`src/rtl/mem_port_arbiter_if.sv`:
```
// mem_port_arbiter_if: fetch, load/store and memory-side bus bundle for the
// unified-memory port arbiter. The slave modport is the arbiter's view and
// the master modport is the requesters'/memory's view.
interface mem_port_arbiter_if #(
    parameter int ADDR_W = 32,
    parameter int DATA_W = 32
);
    logic              if_req;
    logic [ADDR_W-1:0] if_addr;
    logic              if_gnt;
    logic              if_rvalid;
    logic [DATA_W-1:0] if_rdata;

    logic              d_req;
    logic              d_we;
    logic [ADDR_W-1:0] d_addr;
    logic [DATA_W-1:0] d_wdata;
    logic              d_gnt;
    logic              d_rvalid;
    logic [DATA_W-1:0] d_rdata;

    logic              mem_en;
    logic              mem_we;
    logic [ADDR_W-1:0] mem_addr;
    logic [DATA_W-1:0] mem_wdata;
    logic [DATA_W-1:0] mem_rdata;

    modport slave (
        input  if_req, if_addr,
        output if_gnt, if_rvalid, if_rdata,
        input  d_req, d_we, d_addr, d_wdata,
        output d_gnt, d_rvalid, d_rdata,
        output mem_en, mem_we, mem_addr, mem_wdata,
        input  mem_rdata
    );

    modport master (
        output if_req, if_addr,
        input  if_gnt, if_rvalid, if_rdata,
        output d_req, d_we, d_addr, d_wdata,
        input  d_gnt, d_rvalid, d_rdata,
        input  mem_en, mem_we, mem_addr, mem_wdata,
        output mem_rdata
    );
endinterface

```
`src/rtl/mem_port_arbiter.sv`:
```
// mem_port_arbiter: shares a single-ported unified memory between the fetch
// port and the load/store port. Data has priority; read data returns one
// cycle after the grant. Once the pipeline halts, fetch service stops and
// outstanding reads drain.
// Optional starvation guard: define MEM_ARB_STARVE_GUARD_EN to let fetch win
// after MAX_DATA_RUN consecutive data grants taken while fetch was waiting.
module mem_port_arbiter #(
    parameter int ADDR_W       = 32,
    parameter int DATA_W       = 32,
    parameter int MAX_DATA_RUN = 4
) (
    input  logic                clk1,
    input  logic                rst_n,
    mem_port_arbiter_if.slave   bus,
    input  logic                halted,
    output logic                stall_if,
    output logic [1:0]          arb_state
);

    typedef enum logic [1:0] {
        ST_RUN    = 2'b00,
        ST_DRAIN  = 2'b01,
        ST_HALTED = 2'b10
    } state_t;

    typedef enum logic [1:0] {
        OWN_NONE = 2'b00,
        OWN_IF   = 2'b01,
        OWN_D_RD = 2'b10
    } owner_t;

    generate
        if (MAX_DATA_RUN < 1 || MAX_DATA_RUN > 15) begin : g_bad_run
            $error("MAX_DATA_RUN must be in 1..15");
        end
    endgenerate

    state_t            state_q, state_d;
    owner_t            owner_q, owner_d;
    logic              if_gnt, d_gnt, fetch_wins;
    logic [ADDR_W-1:0] addr_mux;
    logic [DATA_W-1:0] wdata_mux;
    logic [DATA_W-1:0] if_rdata_mux, d_rdata_mux;

`ifdef MEM_ARB_STARVE_GUARD_EN
    logic [3:0] run_q;

    // Count data grants taken while fetch waits; any fetch grant or fetch
    // going idle restarts the run. Only meaningful while running.
    always_ff @(posedge clk1 or negedge rst_n) begin
        if (!rst_n)
            run_q <= 4'd0;
        else if (state_q != ST_RUN || if_gnt || !bus.if_req)
            run_q <= 4'd0;
        else if (d_gnt && run_q != 4'hF)
            run_q <= run_q + 4'd1;
    end

    assign fetch_wins = (state_q == ST_RUN) && !halted && bus.if_req && bus.d_req
                        && (run_q == 4'(MAX_DATA_RUN));
`else
    assign fetch_wins = 1'b0;
`endif

    // Grant: data first (older instruction), fetch only while running and not
    // halting. Everything is forced low while reset is held.
    always_comb begin
        d_gnt  = rst_n && bus.d_req && !fetch_wins;
        if_gnt = rst_n && bus.if_req && (state_q == ST_RUN) && !halted
                 && (!bus.d_req || fetch_wins);
    end

    // Memory-side mux from whichever port holds the grant.
    always_comb begin
        addr_mux  = '0;
        wdata_mux = '0;
        if (d_gnt) begin
            addr_mux = bus.d_addr;
            if (bus.d_we) wdata_mux = bus.d_wdata;
        end else if (if_gnt) begin
            addr_mux = bus.if_addr;
        end
    end

    // Remember which port owns the read data arriving next cycle; stores
    // complete at the edge and produce no return.
    always_comb begin
        owner_d = OWN_NONE;
        if (d_gnt && !bus.d_we) owner_d = OWN_D_RD;
        else if (if_gnt)        owner_d = OWN_IF;
    end

    // Run/drain/halt sequencing; HALTED is only left through reset.
    always_comb begin
        state_d = state_q;
        case (state_q)
            ST_RUN:    if (halted) state_d = (owner_q == OWN_NONE) ? ST_HALTED : ST_DRAIN;
            ST_DRAIN:  if (owner_q == OWN_NONE) state_d = ST_HALTED;
            ST_HALTED: state_d = ST_HALTED;
            default:   state_d = ST_RUN;
        endcase
    end

    // State and owner registers; reset drops any in-flight return.
    always_ff @(posedge clk1 or negedge rst_n) begin
        if (!rst_n) begin
            state_q <= ST_RUN;
            owner_q <= OWN_NONE;
        end else begin
            state_q <= state_d;
            owner_q <= owner_d;
        end
    end

    // Return path: pass memory data only to the owning port.
    always_comb begin
        if_rdata_mux = (owner_q == OWN_IF)   ? bus.mem_rdata : '0;
        d_rdata_mux  = (owner_q == OWN_D_RD) ? bus.mem_rdata : '0;
    end

    assign bus.if_gnt    = if_gnt;
    assign bus.d_gnt     = d_gnt;
    assign bus.if_rvalid = (owner_q == OWN_IF);
    assign bus.d_rvalid  = (owner_q == OWN_D_RD);
    assign bus.if_rdata  = if_rdata_mux;
    assign bus.d_rdata   = d_rdata_mux;
    assign bus.mem_en    = if_gnt | d_gnt;
    assign bus.mem_we    = d_gnt & bus.d_we;
    assign bus.mem_addr  = addr_mux;
    assign bus.mem_wdata = wdata_mux;
    assign stall_if      = rst_n & bus.if_req & ~if_gnt;
    assign arb_state     = state_q;

endmodule

```
`src/flat_wrapper.sv`:
```
// flat-port wrapper written by rule: the top's interface ports become plain ports
module mem_port_arbiter_flat 
#(
    parameter int ADDR_W       = 32,
    parameter int DATA_W       = 32,
    parameter int MAX_DATA_RUN = 4
)
  (clk1, rst_n, halted, stall_if, arb_state, bus_if_req, bus_if_addr, bus_if_gnt, bus_if_rvalid, bus_if_rdata, bus_d_req, bus_d_we, bus_d_addr, bus_d_wdata, bus_d_gnt, bus_d_rvalid, bus_d_rdata, bus_mem_en, bus_mem_we, bus_mem_addr, bus_mem_wdata, bus_mem_rdata);
  mem_port_arbiter_if #(.ADDR_W(ADDR_W), .DATA_W(DATA_W)) bus_i ();
  input  logic clk1;
  input  logic rst_n;
  input  logic halted;
  output logic stall_if;
  output logic [1:0] arb_state;
  input wire logic [$bits(bus_i.if_req)-1:0] bus_if_req;
  input wire logic [$bits(bus_i.if_addr)-1:0] bus_if_addr;
  output wire logic [$bits(bus_i.if_gnt)-1:0] bus_if_gnt;
  output wire logic [$bits(bus_i.if_rvalid)-1:0] bus_if_rvalid;
  output wire logic [$bits(bus_i.if_rdata)-1:0] bus_if_rdata;
  input wire logic [$bits(bus_i.d_req)-1:0] bus_d_req;
  input wire logic [$bits(bus_i.d_we)-1:0] bus_d_we;
  input wire logic [$bits(bus_i.d_addr)-1:0] bus_d_addr;
  input wire logic [$bits(bus_i.d_wdata)-1:0] bus_d_wdata;
  output wire logic [$bits(bus_i.d_gnt)-1:0] bus_d_gnt;
  output wire logic [$bits(bus_i.d_rvalid)-1:0] bus_d_rvalid;
  output wire logic [$bits(bus_i.d_rdata)-1:0] bus_d_rdata;
  output wire logic [$bits(bus_i.mem_en)-1:0] bus_mem_en;
  output wire logic [$bits(bus_i.mem_we)-1:0] bus_mem_we;
  output wire logic [$bits(bus_i.mem_addr)-1:0] bus_mem_addr;
  output wire logic [$bits(bus_i.mem_wdata)-1:0] bus_mem_wdata;
  input wire logic [$bits(bus_i.mem_rdata)-1:0] bus_mem_rdata;
  assign bus_i.if_req = bus_if_req;
  assign bus_i.if_addr = bus_if_addr;
  assign bus_if_gnt = bus_i.if_gnt;
  assign bus_if_rvalid = bus_i.if_rvalid;
  assign bus_if_rdata = bus_i.if_rdata;
  assign bus_i.d_req = bus_d_req;
  assign bus_i.d_we = bus_d_we;
  assign bus_i.d_addr = bus_d_addr;
  assign bus_i.d_wdata = bus_d_wdata;
  assign bus_d_gnt = bus_i.d_gnt;
  assign bus_d_rvalid = bus_i.d_rvalid;
  assign bus_d_rdata = bus_i.d_rdata;
  assign bus_mem_en = bus_i.mem_en;
  assign bus_mem_we = bus_i.mem_we;
  assign bus_mem_addr = bus_i.mem_addr;
  assign bus_mem_wdata = bus_i.mem_wdata;
  assign bus_i.mem_rdata = bus_mem_rdata;
  mem_port_arbiter #(.ADDR_W(ADDR_W), .DATA_W(DATA_W), .MAX_DATA_RUN(MAX_DATA_RUN)) u_core (.clk1(clk1), .rst_n(rst_n), .bus(bus_i), .halted(halted), .stall_if(stall_if), .arb_state(arb_state));
endmodule
```
`config.mk`:
```
export PLATFORM = sky130hd
export DESIGN_NAME = mem_port_arbiter_flat
export DESIGN_NICKNAME = d
export VERILOG_FILES = /design/src/rtl/mem_port_arbiter_if.sv /design/src/rtl/mem_port_arbiter.sv /design/src/flat_wrapper.sv
export SDC_FILE = /design/constraint.sdc
export NUM_CORES = 1
export LEC_CHECK = 0
export CAP_MARGIN = 20
export CORE_AREA = 4 4 104 106
export DETAILED_ROUTE_END_ITERATION = 7
export DIE_AREA = 0 0 108 110
export PLACE_DENSITY = 0.66
export SETUP_SLACK_MARGIN = 0.05
export SLEW_MARGIN = 10
export SYNTH_ARGS = -nofsm -noshare
export SYNTH_HDL_FRONTEND = slang
export SYNTH_SLANG_ARGS = --single-unit
```
`constraint.sdc`:
```
create_clock -name clk1 -period 3 [get_ports clk1]
set_input_delay 0.6 -clock clk1 [delete_from_list [all_inputs] [get_ports clk1]]
set_output_delay 0.6 -clock clk1 [all_outputs]
set_load 0.005 [all_outputs]
```
==> results of run 1 <==
synth_stat cells:
| cell | count | area [um2] |
|---|---|---|
| and2_1 | 97 | 607 |
| a22o_1 | 24 | 210 |
| a22o_2 | 8 | 80.1 |
| clkbuf_1 | 7 | 26.3 |
| buf_2 | 5 | 25.0 |
| dfrtp_1 | 4 | 100 |
| buf_6 | 3 | 33.8 |
| ha_1 | 3 | 37.5 |
| inv_1 | 3 | 11.3 |
| nor2b_1 | 3 | 18.8 |
| mux2i_1 | 2 | 20.0 |
| nand2_1 | 2 | 7.51 |
| nor2_1 | 2 | 7.51 |
| o21ai_0 | 2 | 10.0 |
| and2b_1 | 1 | 7.51 |
| and3_1 | 1 | 6.26 |
| buf_4 | 1 | 7.51 |
| nand2b_4 | 1 | 13.8 |
| nor3_1 | 1 | 5.00 |
| nor3_4 | 1 | 16.3 |
| nor3b_1 | 1 | 7.51 |
| o21a_1 | 1 | 7.51 |
| o21bai_1 | 1 | 7.51 |
worst paths after layout:
check	to	slack, ns	cells past startpoint
setup reg to reg	u_core.arb_state[1]$_DFFE_PN0P_	1.74	5
hold / removal	u_core.owner_q[0]$_DFF_PN0_	0.51	2
max in group asynchronous	u_core.arb_state[0]$_DFFE_PN0P_	2.39	2
min in group clk1	u_core.arb_state[0]$_DFFE_PN0P_	0.62	2
hold reg to reg	u_core.arb_state[0]$_DFFE_PN0P_	0.62	2
setup / recovery	bus_mem_addr[4]	0.12	7
power by group through the flow:
stage | combinational (uW) | clock (uW) | sequential (uW)
6_report | 468 | 113 | 70.1
4_1_cts | 478 | 116 | 70.1
2_1_floorplan | 132 | 0 | 70.6
3_3_place_gp | 463 | 0 | 70.5
3_5_place_dp | 473 | 0 | 70.8
5_1_grt | 501 | 120 | 72.0
critical path, delay by kind of cell:
kind                   cells  cell delay (ns)
buffers and inverters      4             1.20
AND/OR/NAND/NOR            2             0.34
AO/OA/AOI/OAI              1             0.14
per-layer routing:
layer  vias up  global-route usage (%)
li1       1121                       -
met1       987                    11.5
met2       167                    25.8
met3         6                    6.35
met4         0                    3.07
met5         -                       0
logic make-up after synthesis:
group | count (synthesis) | synth area share, %
AOI/OAI and AO/OA | 36 | 24.8
adders and majority gates | 3 | 2.95
buffers and inverters | 19 | 8.15
DFF | 4 | 7.86
muxes | 2 | 1.57
and+or+nand+nor | 110 | 54.7
sequential cells by signal, indices dropped and copies added, names as in the netlist:
| name | flops |
|---|---|
| u_core.arb_state | 2 |
| u_core.owner_q | 2 |
what timing repair did:
item | 4_1_cts | 5_1_grt
cloned | 1 | 0
pin swaps | 1 | 1
setup endpoints to repair | 17 | 33
hold endpoints to repair | 0 | 0
gates resized for setup | 4 | 13
buffers inserted | 1 | 1
final cells by class:
type | instances | area, um2 | share of cell area, %
timing repair buffer | 279 | 2850 | 67.1
sequential | 4 | 100 | 2.36
antenna | 1 | 2.50 | 0.0589
clock buffer | 3 | 41.3 | 0.971
tap | 133 | 166 | 3.92
multi-input combinational | 151 | 1070 | 25.3
inverter | 3 | 11.3 | 0.265
metrics by stage:
step | hold slack (ns) | instances
2_1_floorplan | 0.304 | 174
3_3_place_gp | 0.608 | 567
3_5_place_dp | 0.623 | 567
4_1_cts | 0.518 | 572
5_1_grt | 0.545 | 574
6_report | 0.512 | 574
==> summary.md, run 1 <==
| Metric | Value |
|---|---|
| Run status | `completed` |
| Max VDD drop | `slightly above 0.1 mV` |
| Post-route met1 wirelength | `about 2700 um` |
| # rows | `36` |
| Clk pwr share | `17.4%` |
| Final Skew | `around 0.00018 ns` |
| First-pass detailed-route iteration total | `4` |
| Cell variety after synth | `23` |
| Static Leakage | `about 0.0018 uW` |
| CP endpoint kind | `output port` |
| Drt total wl | `8710 um` |
| Register area share after synthesis | `7.86%` |
| Fillers | `994` |
| CTS Buf Count | `3` |
| Leading cell type in the layout, fill and taps excluded | `clkdlybuf4s50_1` |
| CORE AREA | `approximately 9800 um2` |
| Clk slew on worst S/H paths | `roughly 0.030 ns` |
| Syn Area/Cell | `about 7.3 um2` |
| Initial drt markers | `56` |
| Worst Slack Setup Final | `roughly 0.12 ns` |
| Unrepaired setup endpoints after global routing | `true` |
| Max Clock Freq | `347 MHz` |
| Final Instance Area | `4250 um2` |
| Cells after Synth | `~170` |
| Via count | `roughly 2,300` |
| WS Path Type | `input port to output port` |
| Final ANT Viol Nets | `0` |
| CP max-delay cell | `clkdlybuf4s50_1` |
| Final design utilization | `43.5%` |
| Final Power | `651 uW` |
| Crit path largest cell delay | `0.51 ns` |
| Area Overhead vs Synth | `234%` |
| Half-perimeter wire length after placement | `~7700 um` |
| Least-Margin Pin Slew | `~0.26 ns` |
| CP startpoint | `halted` |
| TNS Setup | `0 ns` |
| NetSw | `178 uW` |
| H-Tree Depth | `1` |
| DR WL/cell | `15.2 um` |
| WL met2 | `4610 um` |
| Reg power frac | `a little over a tenth` |
| Largest net degree at the start of global routing | `34` |
| Final setup fails | `0` |
| Yosys reg bits | `4` |
| Die Span X | `about 110 um` |
| Most frequent cells in the layout | `clkdlybuf4s50_1, and2_1, a22o_1` |
| CTS Buffer Depth | `2` |
| Critical Path Most Common Cell | `clkdlybuf4s50_1` |
| Cells along the critical path | `clkdlybuf4s50_1, nand2b_4, nor3_4, buf_4, buf_16, a22o_1, clkdlybuf4s50_1` |
| Cell area after synthesis | `1270 um2` |
| I/O Buffers | `270` |
| Vias per std cell | `slightly below 4` |
| First-pass GRT wire length | `12,000 um` |
| Max Cap Violations | `0` |
| Reg2reg start | `u_core.arb_state[1]$_DFFE_PN0P_` |
| Max Transition Viols Final | `0` |
| Final Hold Vio Count | `0` |
| Period minus WS final | `just under 3 ns` |
| Vias in the first global route | `2,279` |
| Relative slew slack | `82.4%` |
| Pre-CTS setup slack | `0.0199 ns` |
| Yosys warns | `0` |
| Max FO, Critical Path | `17` |
| Pint | `473 uW` |
| Final Wtd Congestion | `between 0.7 and 0.8` |
| Initial core utilization | `approximately an eighth` |
| Metal3 WL | `~1300 um` |
| Die Y | `110 um` |
| Worst skew pair latency | `0.22 ns` |
| Crit path DAT | `2.28 ns` |
| Worst setup SP type | `input port` |
| GRT overflow | `0` |
| I/O pin count | `271` |
| Sw frac | `27.4%` |
| Pwr dens | `153 nW/um2` |
| Clk sinks | `4` |
| Worst hold path class | `input port to asynchronous set/reset pin` |
| Top Metal Used | `met4` |
| Die area | `11,900 um2` |
| Tcrit/Tclk final | `96.1%` |
| GRT Util Overall | `approximately 13%` |
| DRC violations left | `0` |
| Final nets | `579` |
| Syn Nets | `between 300 and 400` |
| Initial antenna violation count | `1` |
| CTS tree | `built` |
| Share of layout cells above drive strength 1 | `5.45%` |
| Required @ worst endpoint | `~2.4 ns` |
| Comb power frac | `between 70% and 80%` |
| Placed inst area | `~4100 um2` |
| Clock root buffer | `clkbuf_8` |
| Hold Buf Count CTS | `0` |
Power figures use the tool's default switching activity.
==> run 2, diff against run 1 <==
- REMOVE_ABC_BUFFERS: default -> 1
==> summary.md, run 2 (synthesis results as in run 1) <==
| Metric | Value |
|---|---|
| Comb power frac | `72.4% (was 71.8%)` |
| # rows | `36 (unchanged)` |
| Die area | `11,900 um2 (unchanged)` |
| Max Clock Freq | `347 MHz (about the same)` |
| Clk sinks | `4 (unchanged)` |
| Worst setup SP type | `input port (unchanged)` |
| Initial core utilization | `13.0% (unchanged)` |
| WS Path Type | `input port to output port (unchanged)` |
| I/O pin count | `271 (unchanged)` |
| Final ANT Viol Nets | `0 (unchanged)` |
| Vias in the first global route | `2,298 (was 2,279)` |
| Half-perimeter wire length after placement | `8800 um (was 7740 um)` |
| H-Tree Depth | `1 (unchanged)` |
| Clk pwr share | `16.9% (was 17.4%)` |
| Run status | `completed (unchanged)` |
| First-pass detailed-route iteration total | `4 (unchanged)` |
| Die Y | `110 um (unchanged)` |
| Initial antenna violation count | `1 (unchanged)` |
| First-pass GRT wire length | `13,000 um (was 12,000 um)` |
| GRT Util Overall | `14.4% (was 12.9%)` |
| Max VDD drop | `0.0924 mV (was 0.103 mV)` |
| Critical Path Most Common Cell | `clkdlybuf4s50_1 (unchanged)` |
| Max Cap Violations | `0 (unchanged)` |
| Required @ worst endpoint | `2.40 ns (about the same)` |
| Period minus WS final | `2.88 ns (about the same)` |
| Final Skew | `0.000998 ns (was 0.000185 ns)` |
| GRT overflow | `0 (unchanged)` |
| Sw frac | `27.7% (was 27.4%)` |
| Placed inst area | `4140 um2 (about the same)` |
| CTS tree | `built (unchanged)` |
| Share of layout cells above drive strength 1 | `5.66% (was 5.45%)` |
| Flop-to-flop setup slack | `1.77 ns (was 1.74 ns)` |
| Crit path DAT | `2.28 ns (about the same)` |
| Largest net degree at the start of global routing | `35 (was 34)` |
| Relative slew slack | `84.0% (was 82.4%)` |
| Pwr dens | `153 nW/um2 (about the same)` |
| Vias per std cell | `3.95 (was 3.97)` |
| CTS Buf Count | `3 (unchanged)` |
| Reg power frac | `10.7% (was 10.8%)` |
| Crit path largest cell delay | `0.46 ns (was 0.51 ns)` |
| DR WL/cell | `16.9 um (was 15.2 um)` |
| Area Overhead vs Synth | `236% (was 234%)` |
| Unrepaired setup endpoints after global routing | `false (was true)` |
| DRC violations left | `0 (unchanged)` |
| CP endpoint kind | `output port (unchanged)` |
| CORE AREA | `9770 um2 (unchanged)` |
| Drt total wl | `9750 um (was 8710 um)` |
| Worst skew pair latency | `0.21 ns (was 0.22 ns)` |
| Final Hold Vio Count | `0 (unchanged)` |
| CP max-delay cell | `clkdlybuf4s50_1 (unchanged)` |
| I/O Buffers | `270 (unchanged)` |
| Max Transition Viols Final | `0 (unchanged)` |
| Max FO, Critical Path | `9 (was 17)` |
| Cells on worst reg2reg path | `5 (unchanged)` |
| Final design utilization | `43.8% (was 43.5%)` |
| Die Span X | `108 um (unchanged)` |
| CTS Buffer Depth | `2 (unchanged)` |
| Cells along the critical path | `clkdlybuf4s50_1, nand2b_4, nor3_4, buf_4, clkbuf_16, a22o_2, clkdlybuf4s50_1 (was clkdlybuf4s50_1, nand2b_4, nor3_4, buf_4, buf_16, a22o_1, clkdlybuf4s50_1)` |
| NetSw | `182 uW (was 178 uW)` |
| Tcrit/Tclk final | `96.1% (about the same)` |
| Final setup fails | `0 (unchanged)` |
| Worst hold path class | `input port to asynchronous set/reset pin (unchanged)` |
| Static Leakage | `0.00194 uW (was 0.00184 uW)` |
| Final Instance Area | `4290 um2 (was 4250 um2)` |
| Pre-CTS setup slack | `0.0171 ns (was 0.0199 ns)` |
| Sequential Area | `100 um2 (unchanged)` |
| Leading cell type in the layout, fill and taps excluded | `clkdlybuf4s50_1 (unchanged)` |
| Multi-input logic area | `1070 um2 (about the same)` |
| Clk slew on worst S/H paths | `0.03 ns (about the same)` |
| TNS Setup | `0 ns (unchanged)` |
| Initial drt markers | `39 (was 56)` |
| Hold slack | `0.407 ns (was 0.512 ns)` |
| Final nets | `581 (was 579)` |
| Fillers | `979 (was 994)` |
| Final Wtd Congestion | `0.808 (was 0.753)` |
| Pint | `474 uW (was 473 uW)` |
| Via count | `2,275 (was 2,281)` |
| Worst Slack Setup Final | `0.118 ns (was 0.116 ns)` |
| Most frequent cells in the layout | `clkdlybuf4s50_1, and2_1, a22o_1 (unchanged)` |
| Least-Margin Pin Slew | `0.239 ns (was 0.264 ns)` |
| Clock root buffer | `clkbuf_8 (unchanged)` |
-- run 2: stage by stage --
| stage | instances | total power, uW |
|---|---|---|
| floorplan | 158 | 195 |
| global placement | 568 | 547 |
| detailed placement | 568 | 554 |
| CTS | 571 | 670 |
| global route | 576 | 701 |
| finish | 576 | 656 |
-- run 2: worst max-delay path, delay by kind of cell --
family,cells,cell delay (ns)
buffers and inverters,4,1.24
AO/OA/AOI/OAI,1,0.25
AND/OR/NAND/NOR,2,0.19
-- run 2: path summary, 6_finish.rpt --
check | from | to
min in group clk1 | u_core.arb_state[1]$_DFFE_PN0P_ | u_core.arb_state[1]$_DFFE_PN0P_
worst min-delay path | rst_n | u_core.arb_state[0]$_DFFE_PN0P_
max in group asynchronous | rst_n | u_core.owner_q[0]$_DFF_PN0_
worst min register to register | u_core.arb_state[1]$_DFFE_PN0P_ | u_core.arb_state[1]$_DFFE_PN0P_
worst max register to register | u_core.arb_state[1]$_DFFE_PN0P_ | u_core.arb_state[0]$_DFFE_PN0P_
worst max-delay path | halted | bus_mem_addr[29]
-- run 2: routing by layer --
metal | vias up | routed length (um) | global-route usage [%]
met1 | 976 | 2950 | 13.0
met4 | 0 | 190 | 4.42
met2 | 172 | 5220 | 28.9
met3 | 8 | 1380 | 6.06
li1 | 1119 | - | -
met5 | - | 0 | 0
-- run 2: layout make-up --
type	count	share of cell area, %
antenna	1	0.0584
clock buffer	3	0.964
inverter	3	0.263
multi-input combinational	151	25.0
sequential	4	2.34
tap	133	3.88
timing repair buffer	281	67.5
-- run 2: power groups by stage --
stage                     Sequential [uW]  Combinational, uW  Clock (uW)
after CTS                            70.8                484         115
after global routing                 71.6                511         119
after global placement               70.6                477           0
after detailed placement             71.4                483           0
after floorplan                      70.6                124           0
final                                70.4                475         111
-- run 2: what timing repair did --
| item | CTS | global route |
|---|---|---|
| gates cloned | 0 | 2 |
| gates resized for setup | 0 | 20 |
| pin swaps | 0 | 1 |
| setup endpoints to repair | 10 | 36 |
| hold buffers | 0 | 0 |
| setup buffers | 0 | 2 |
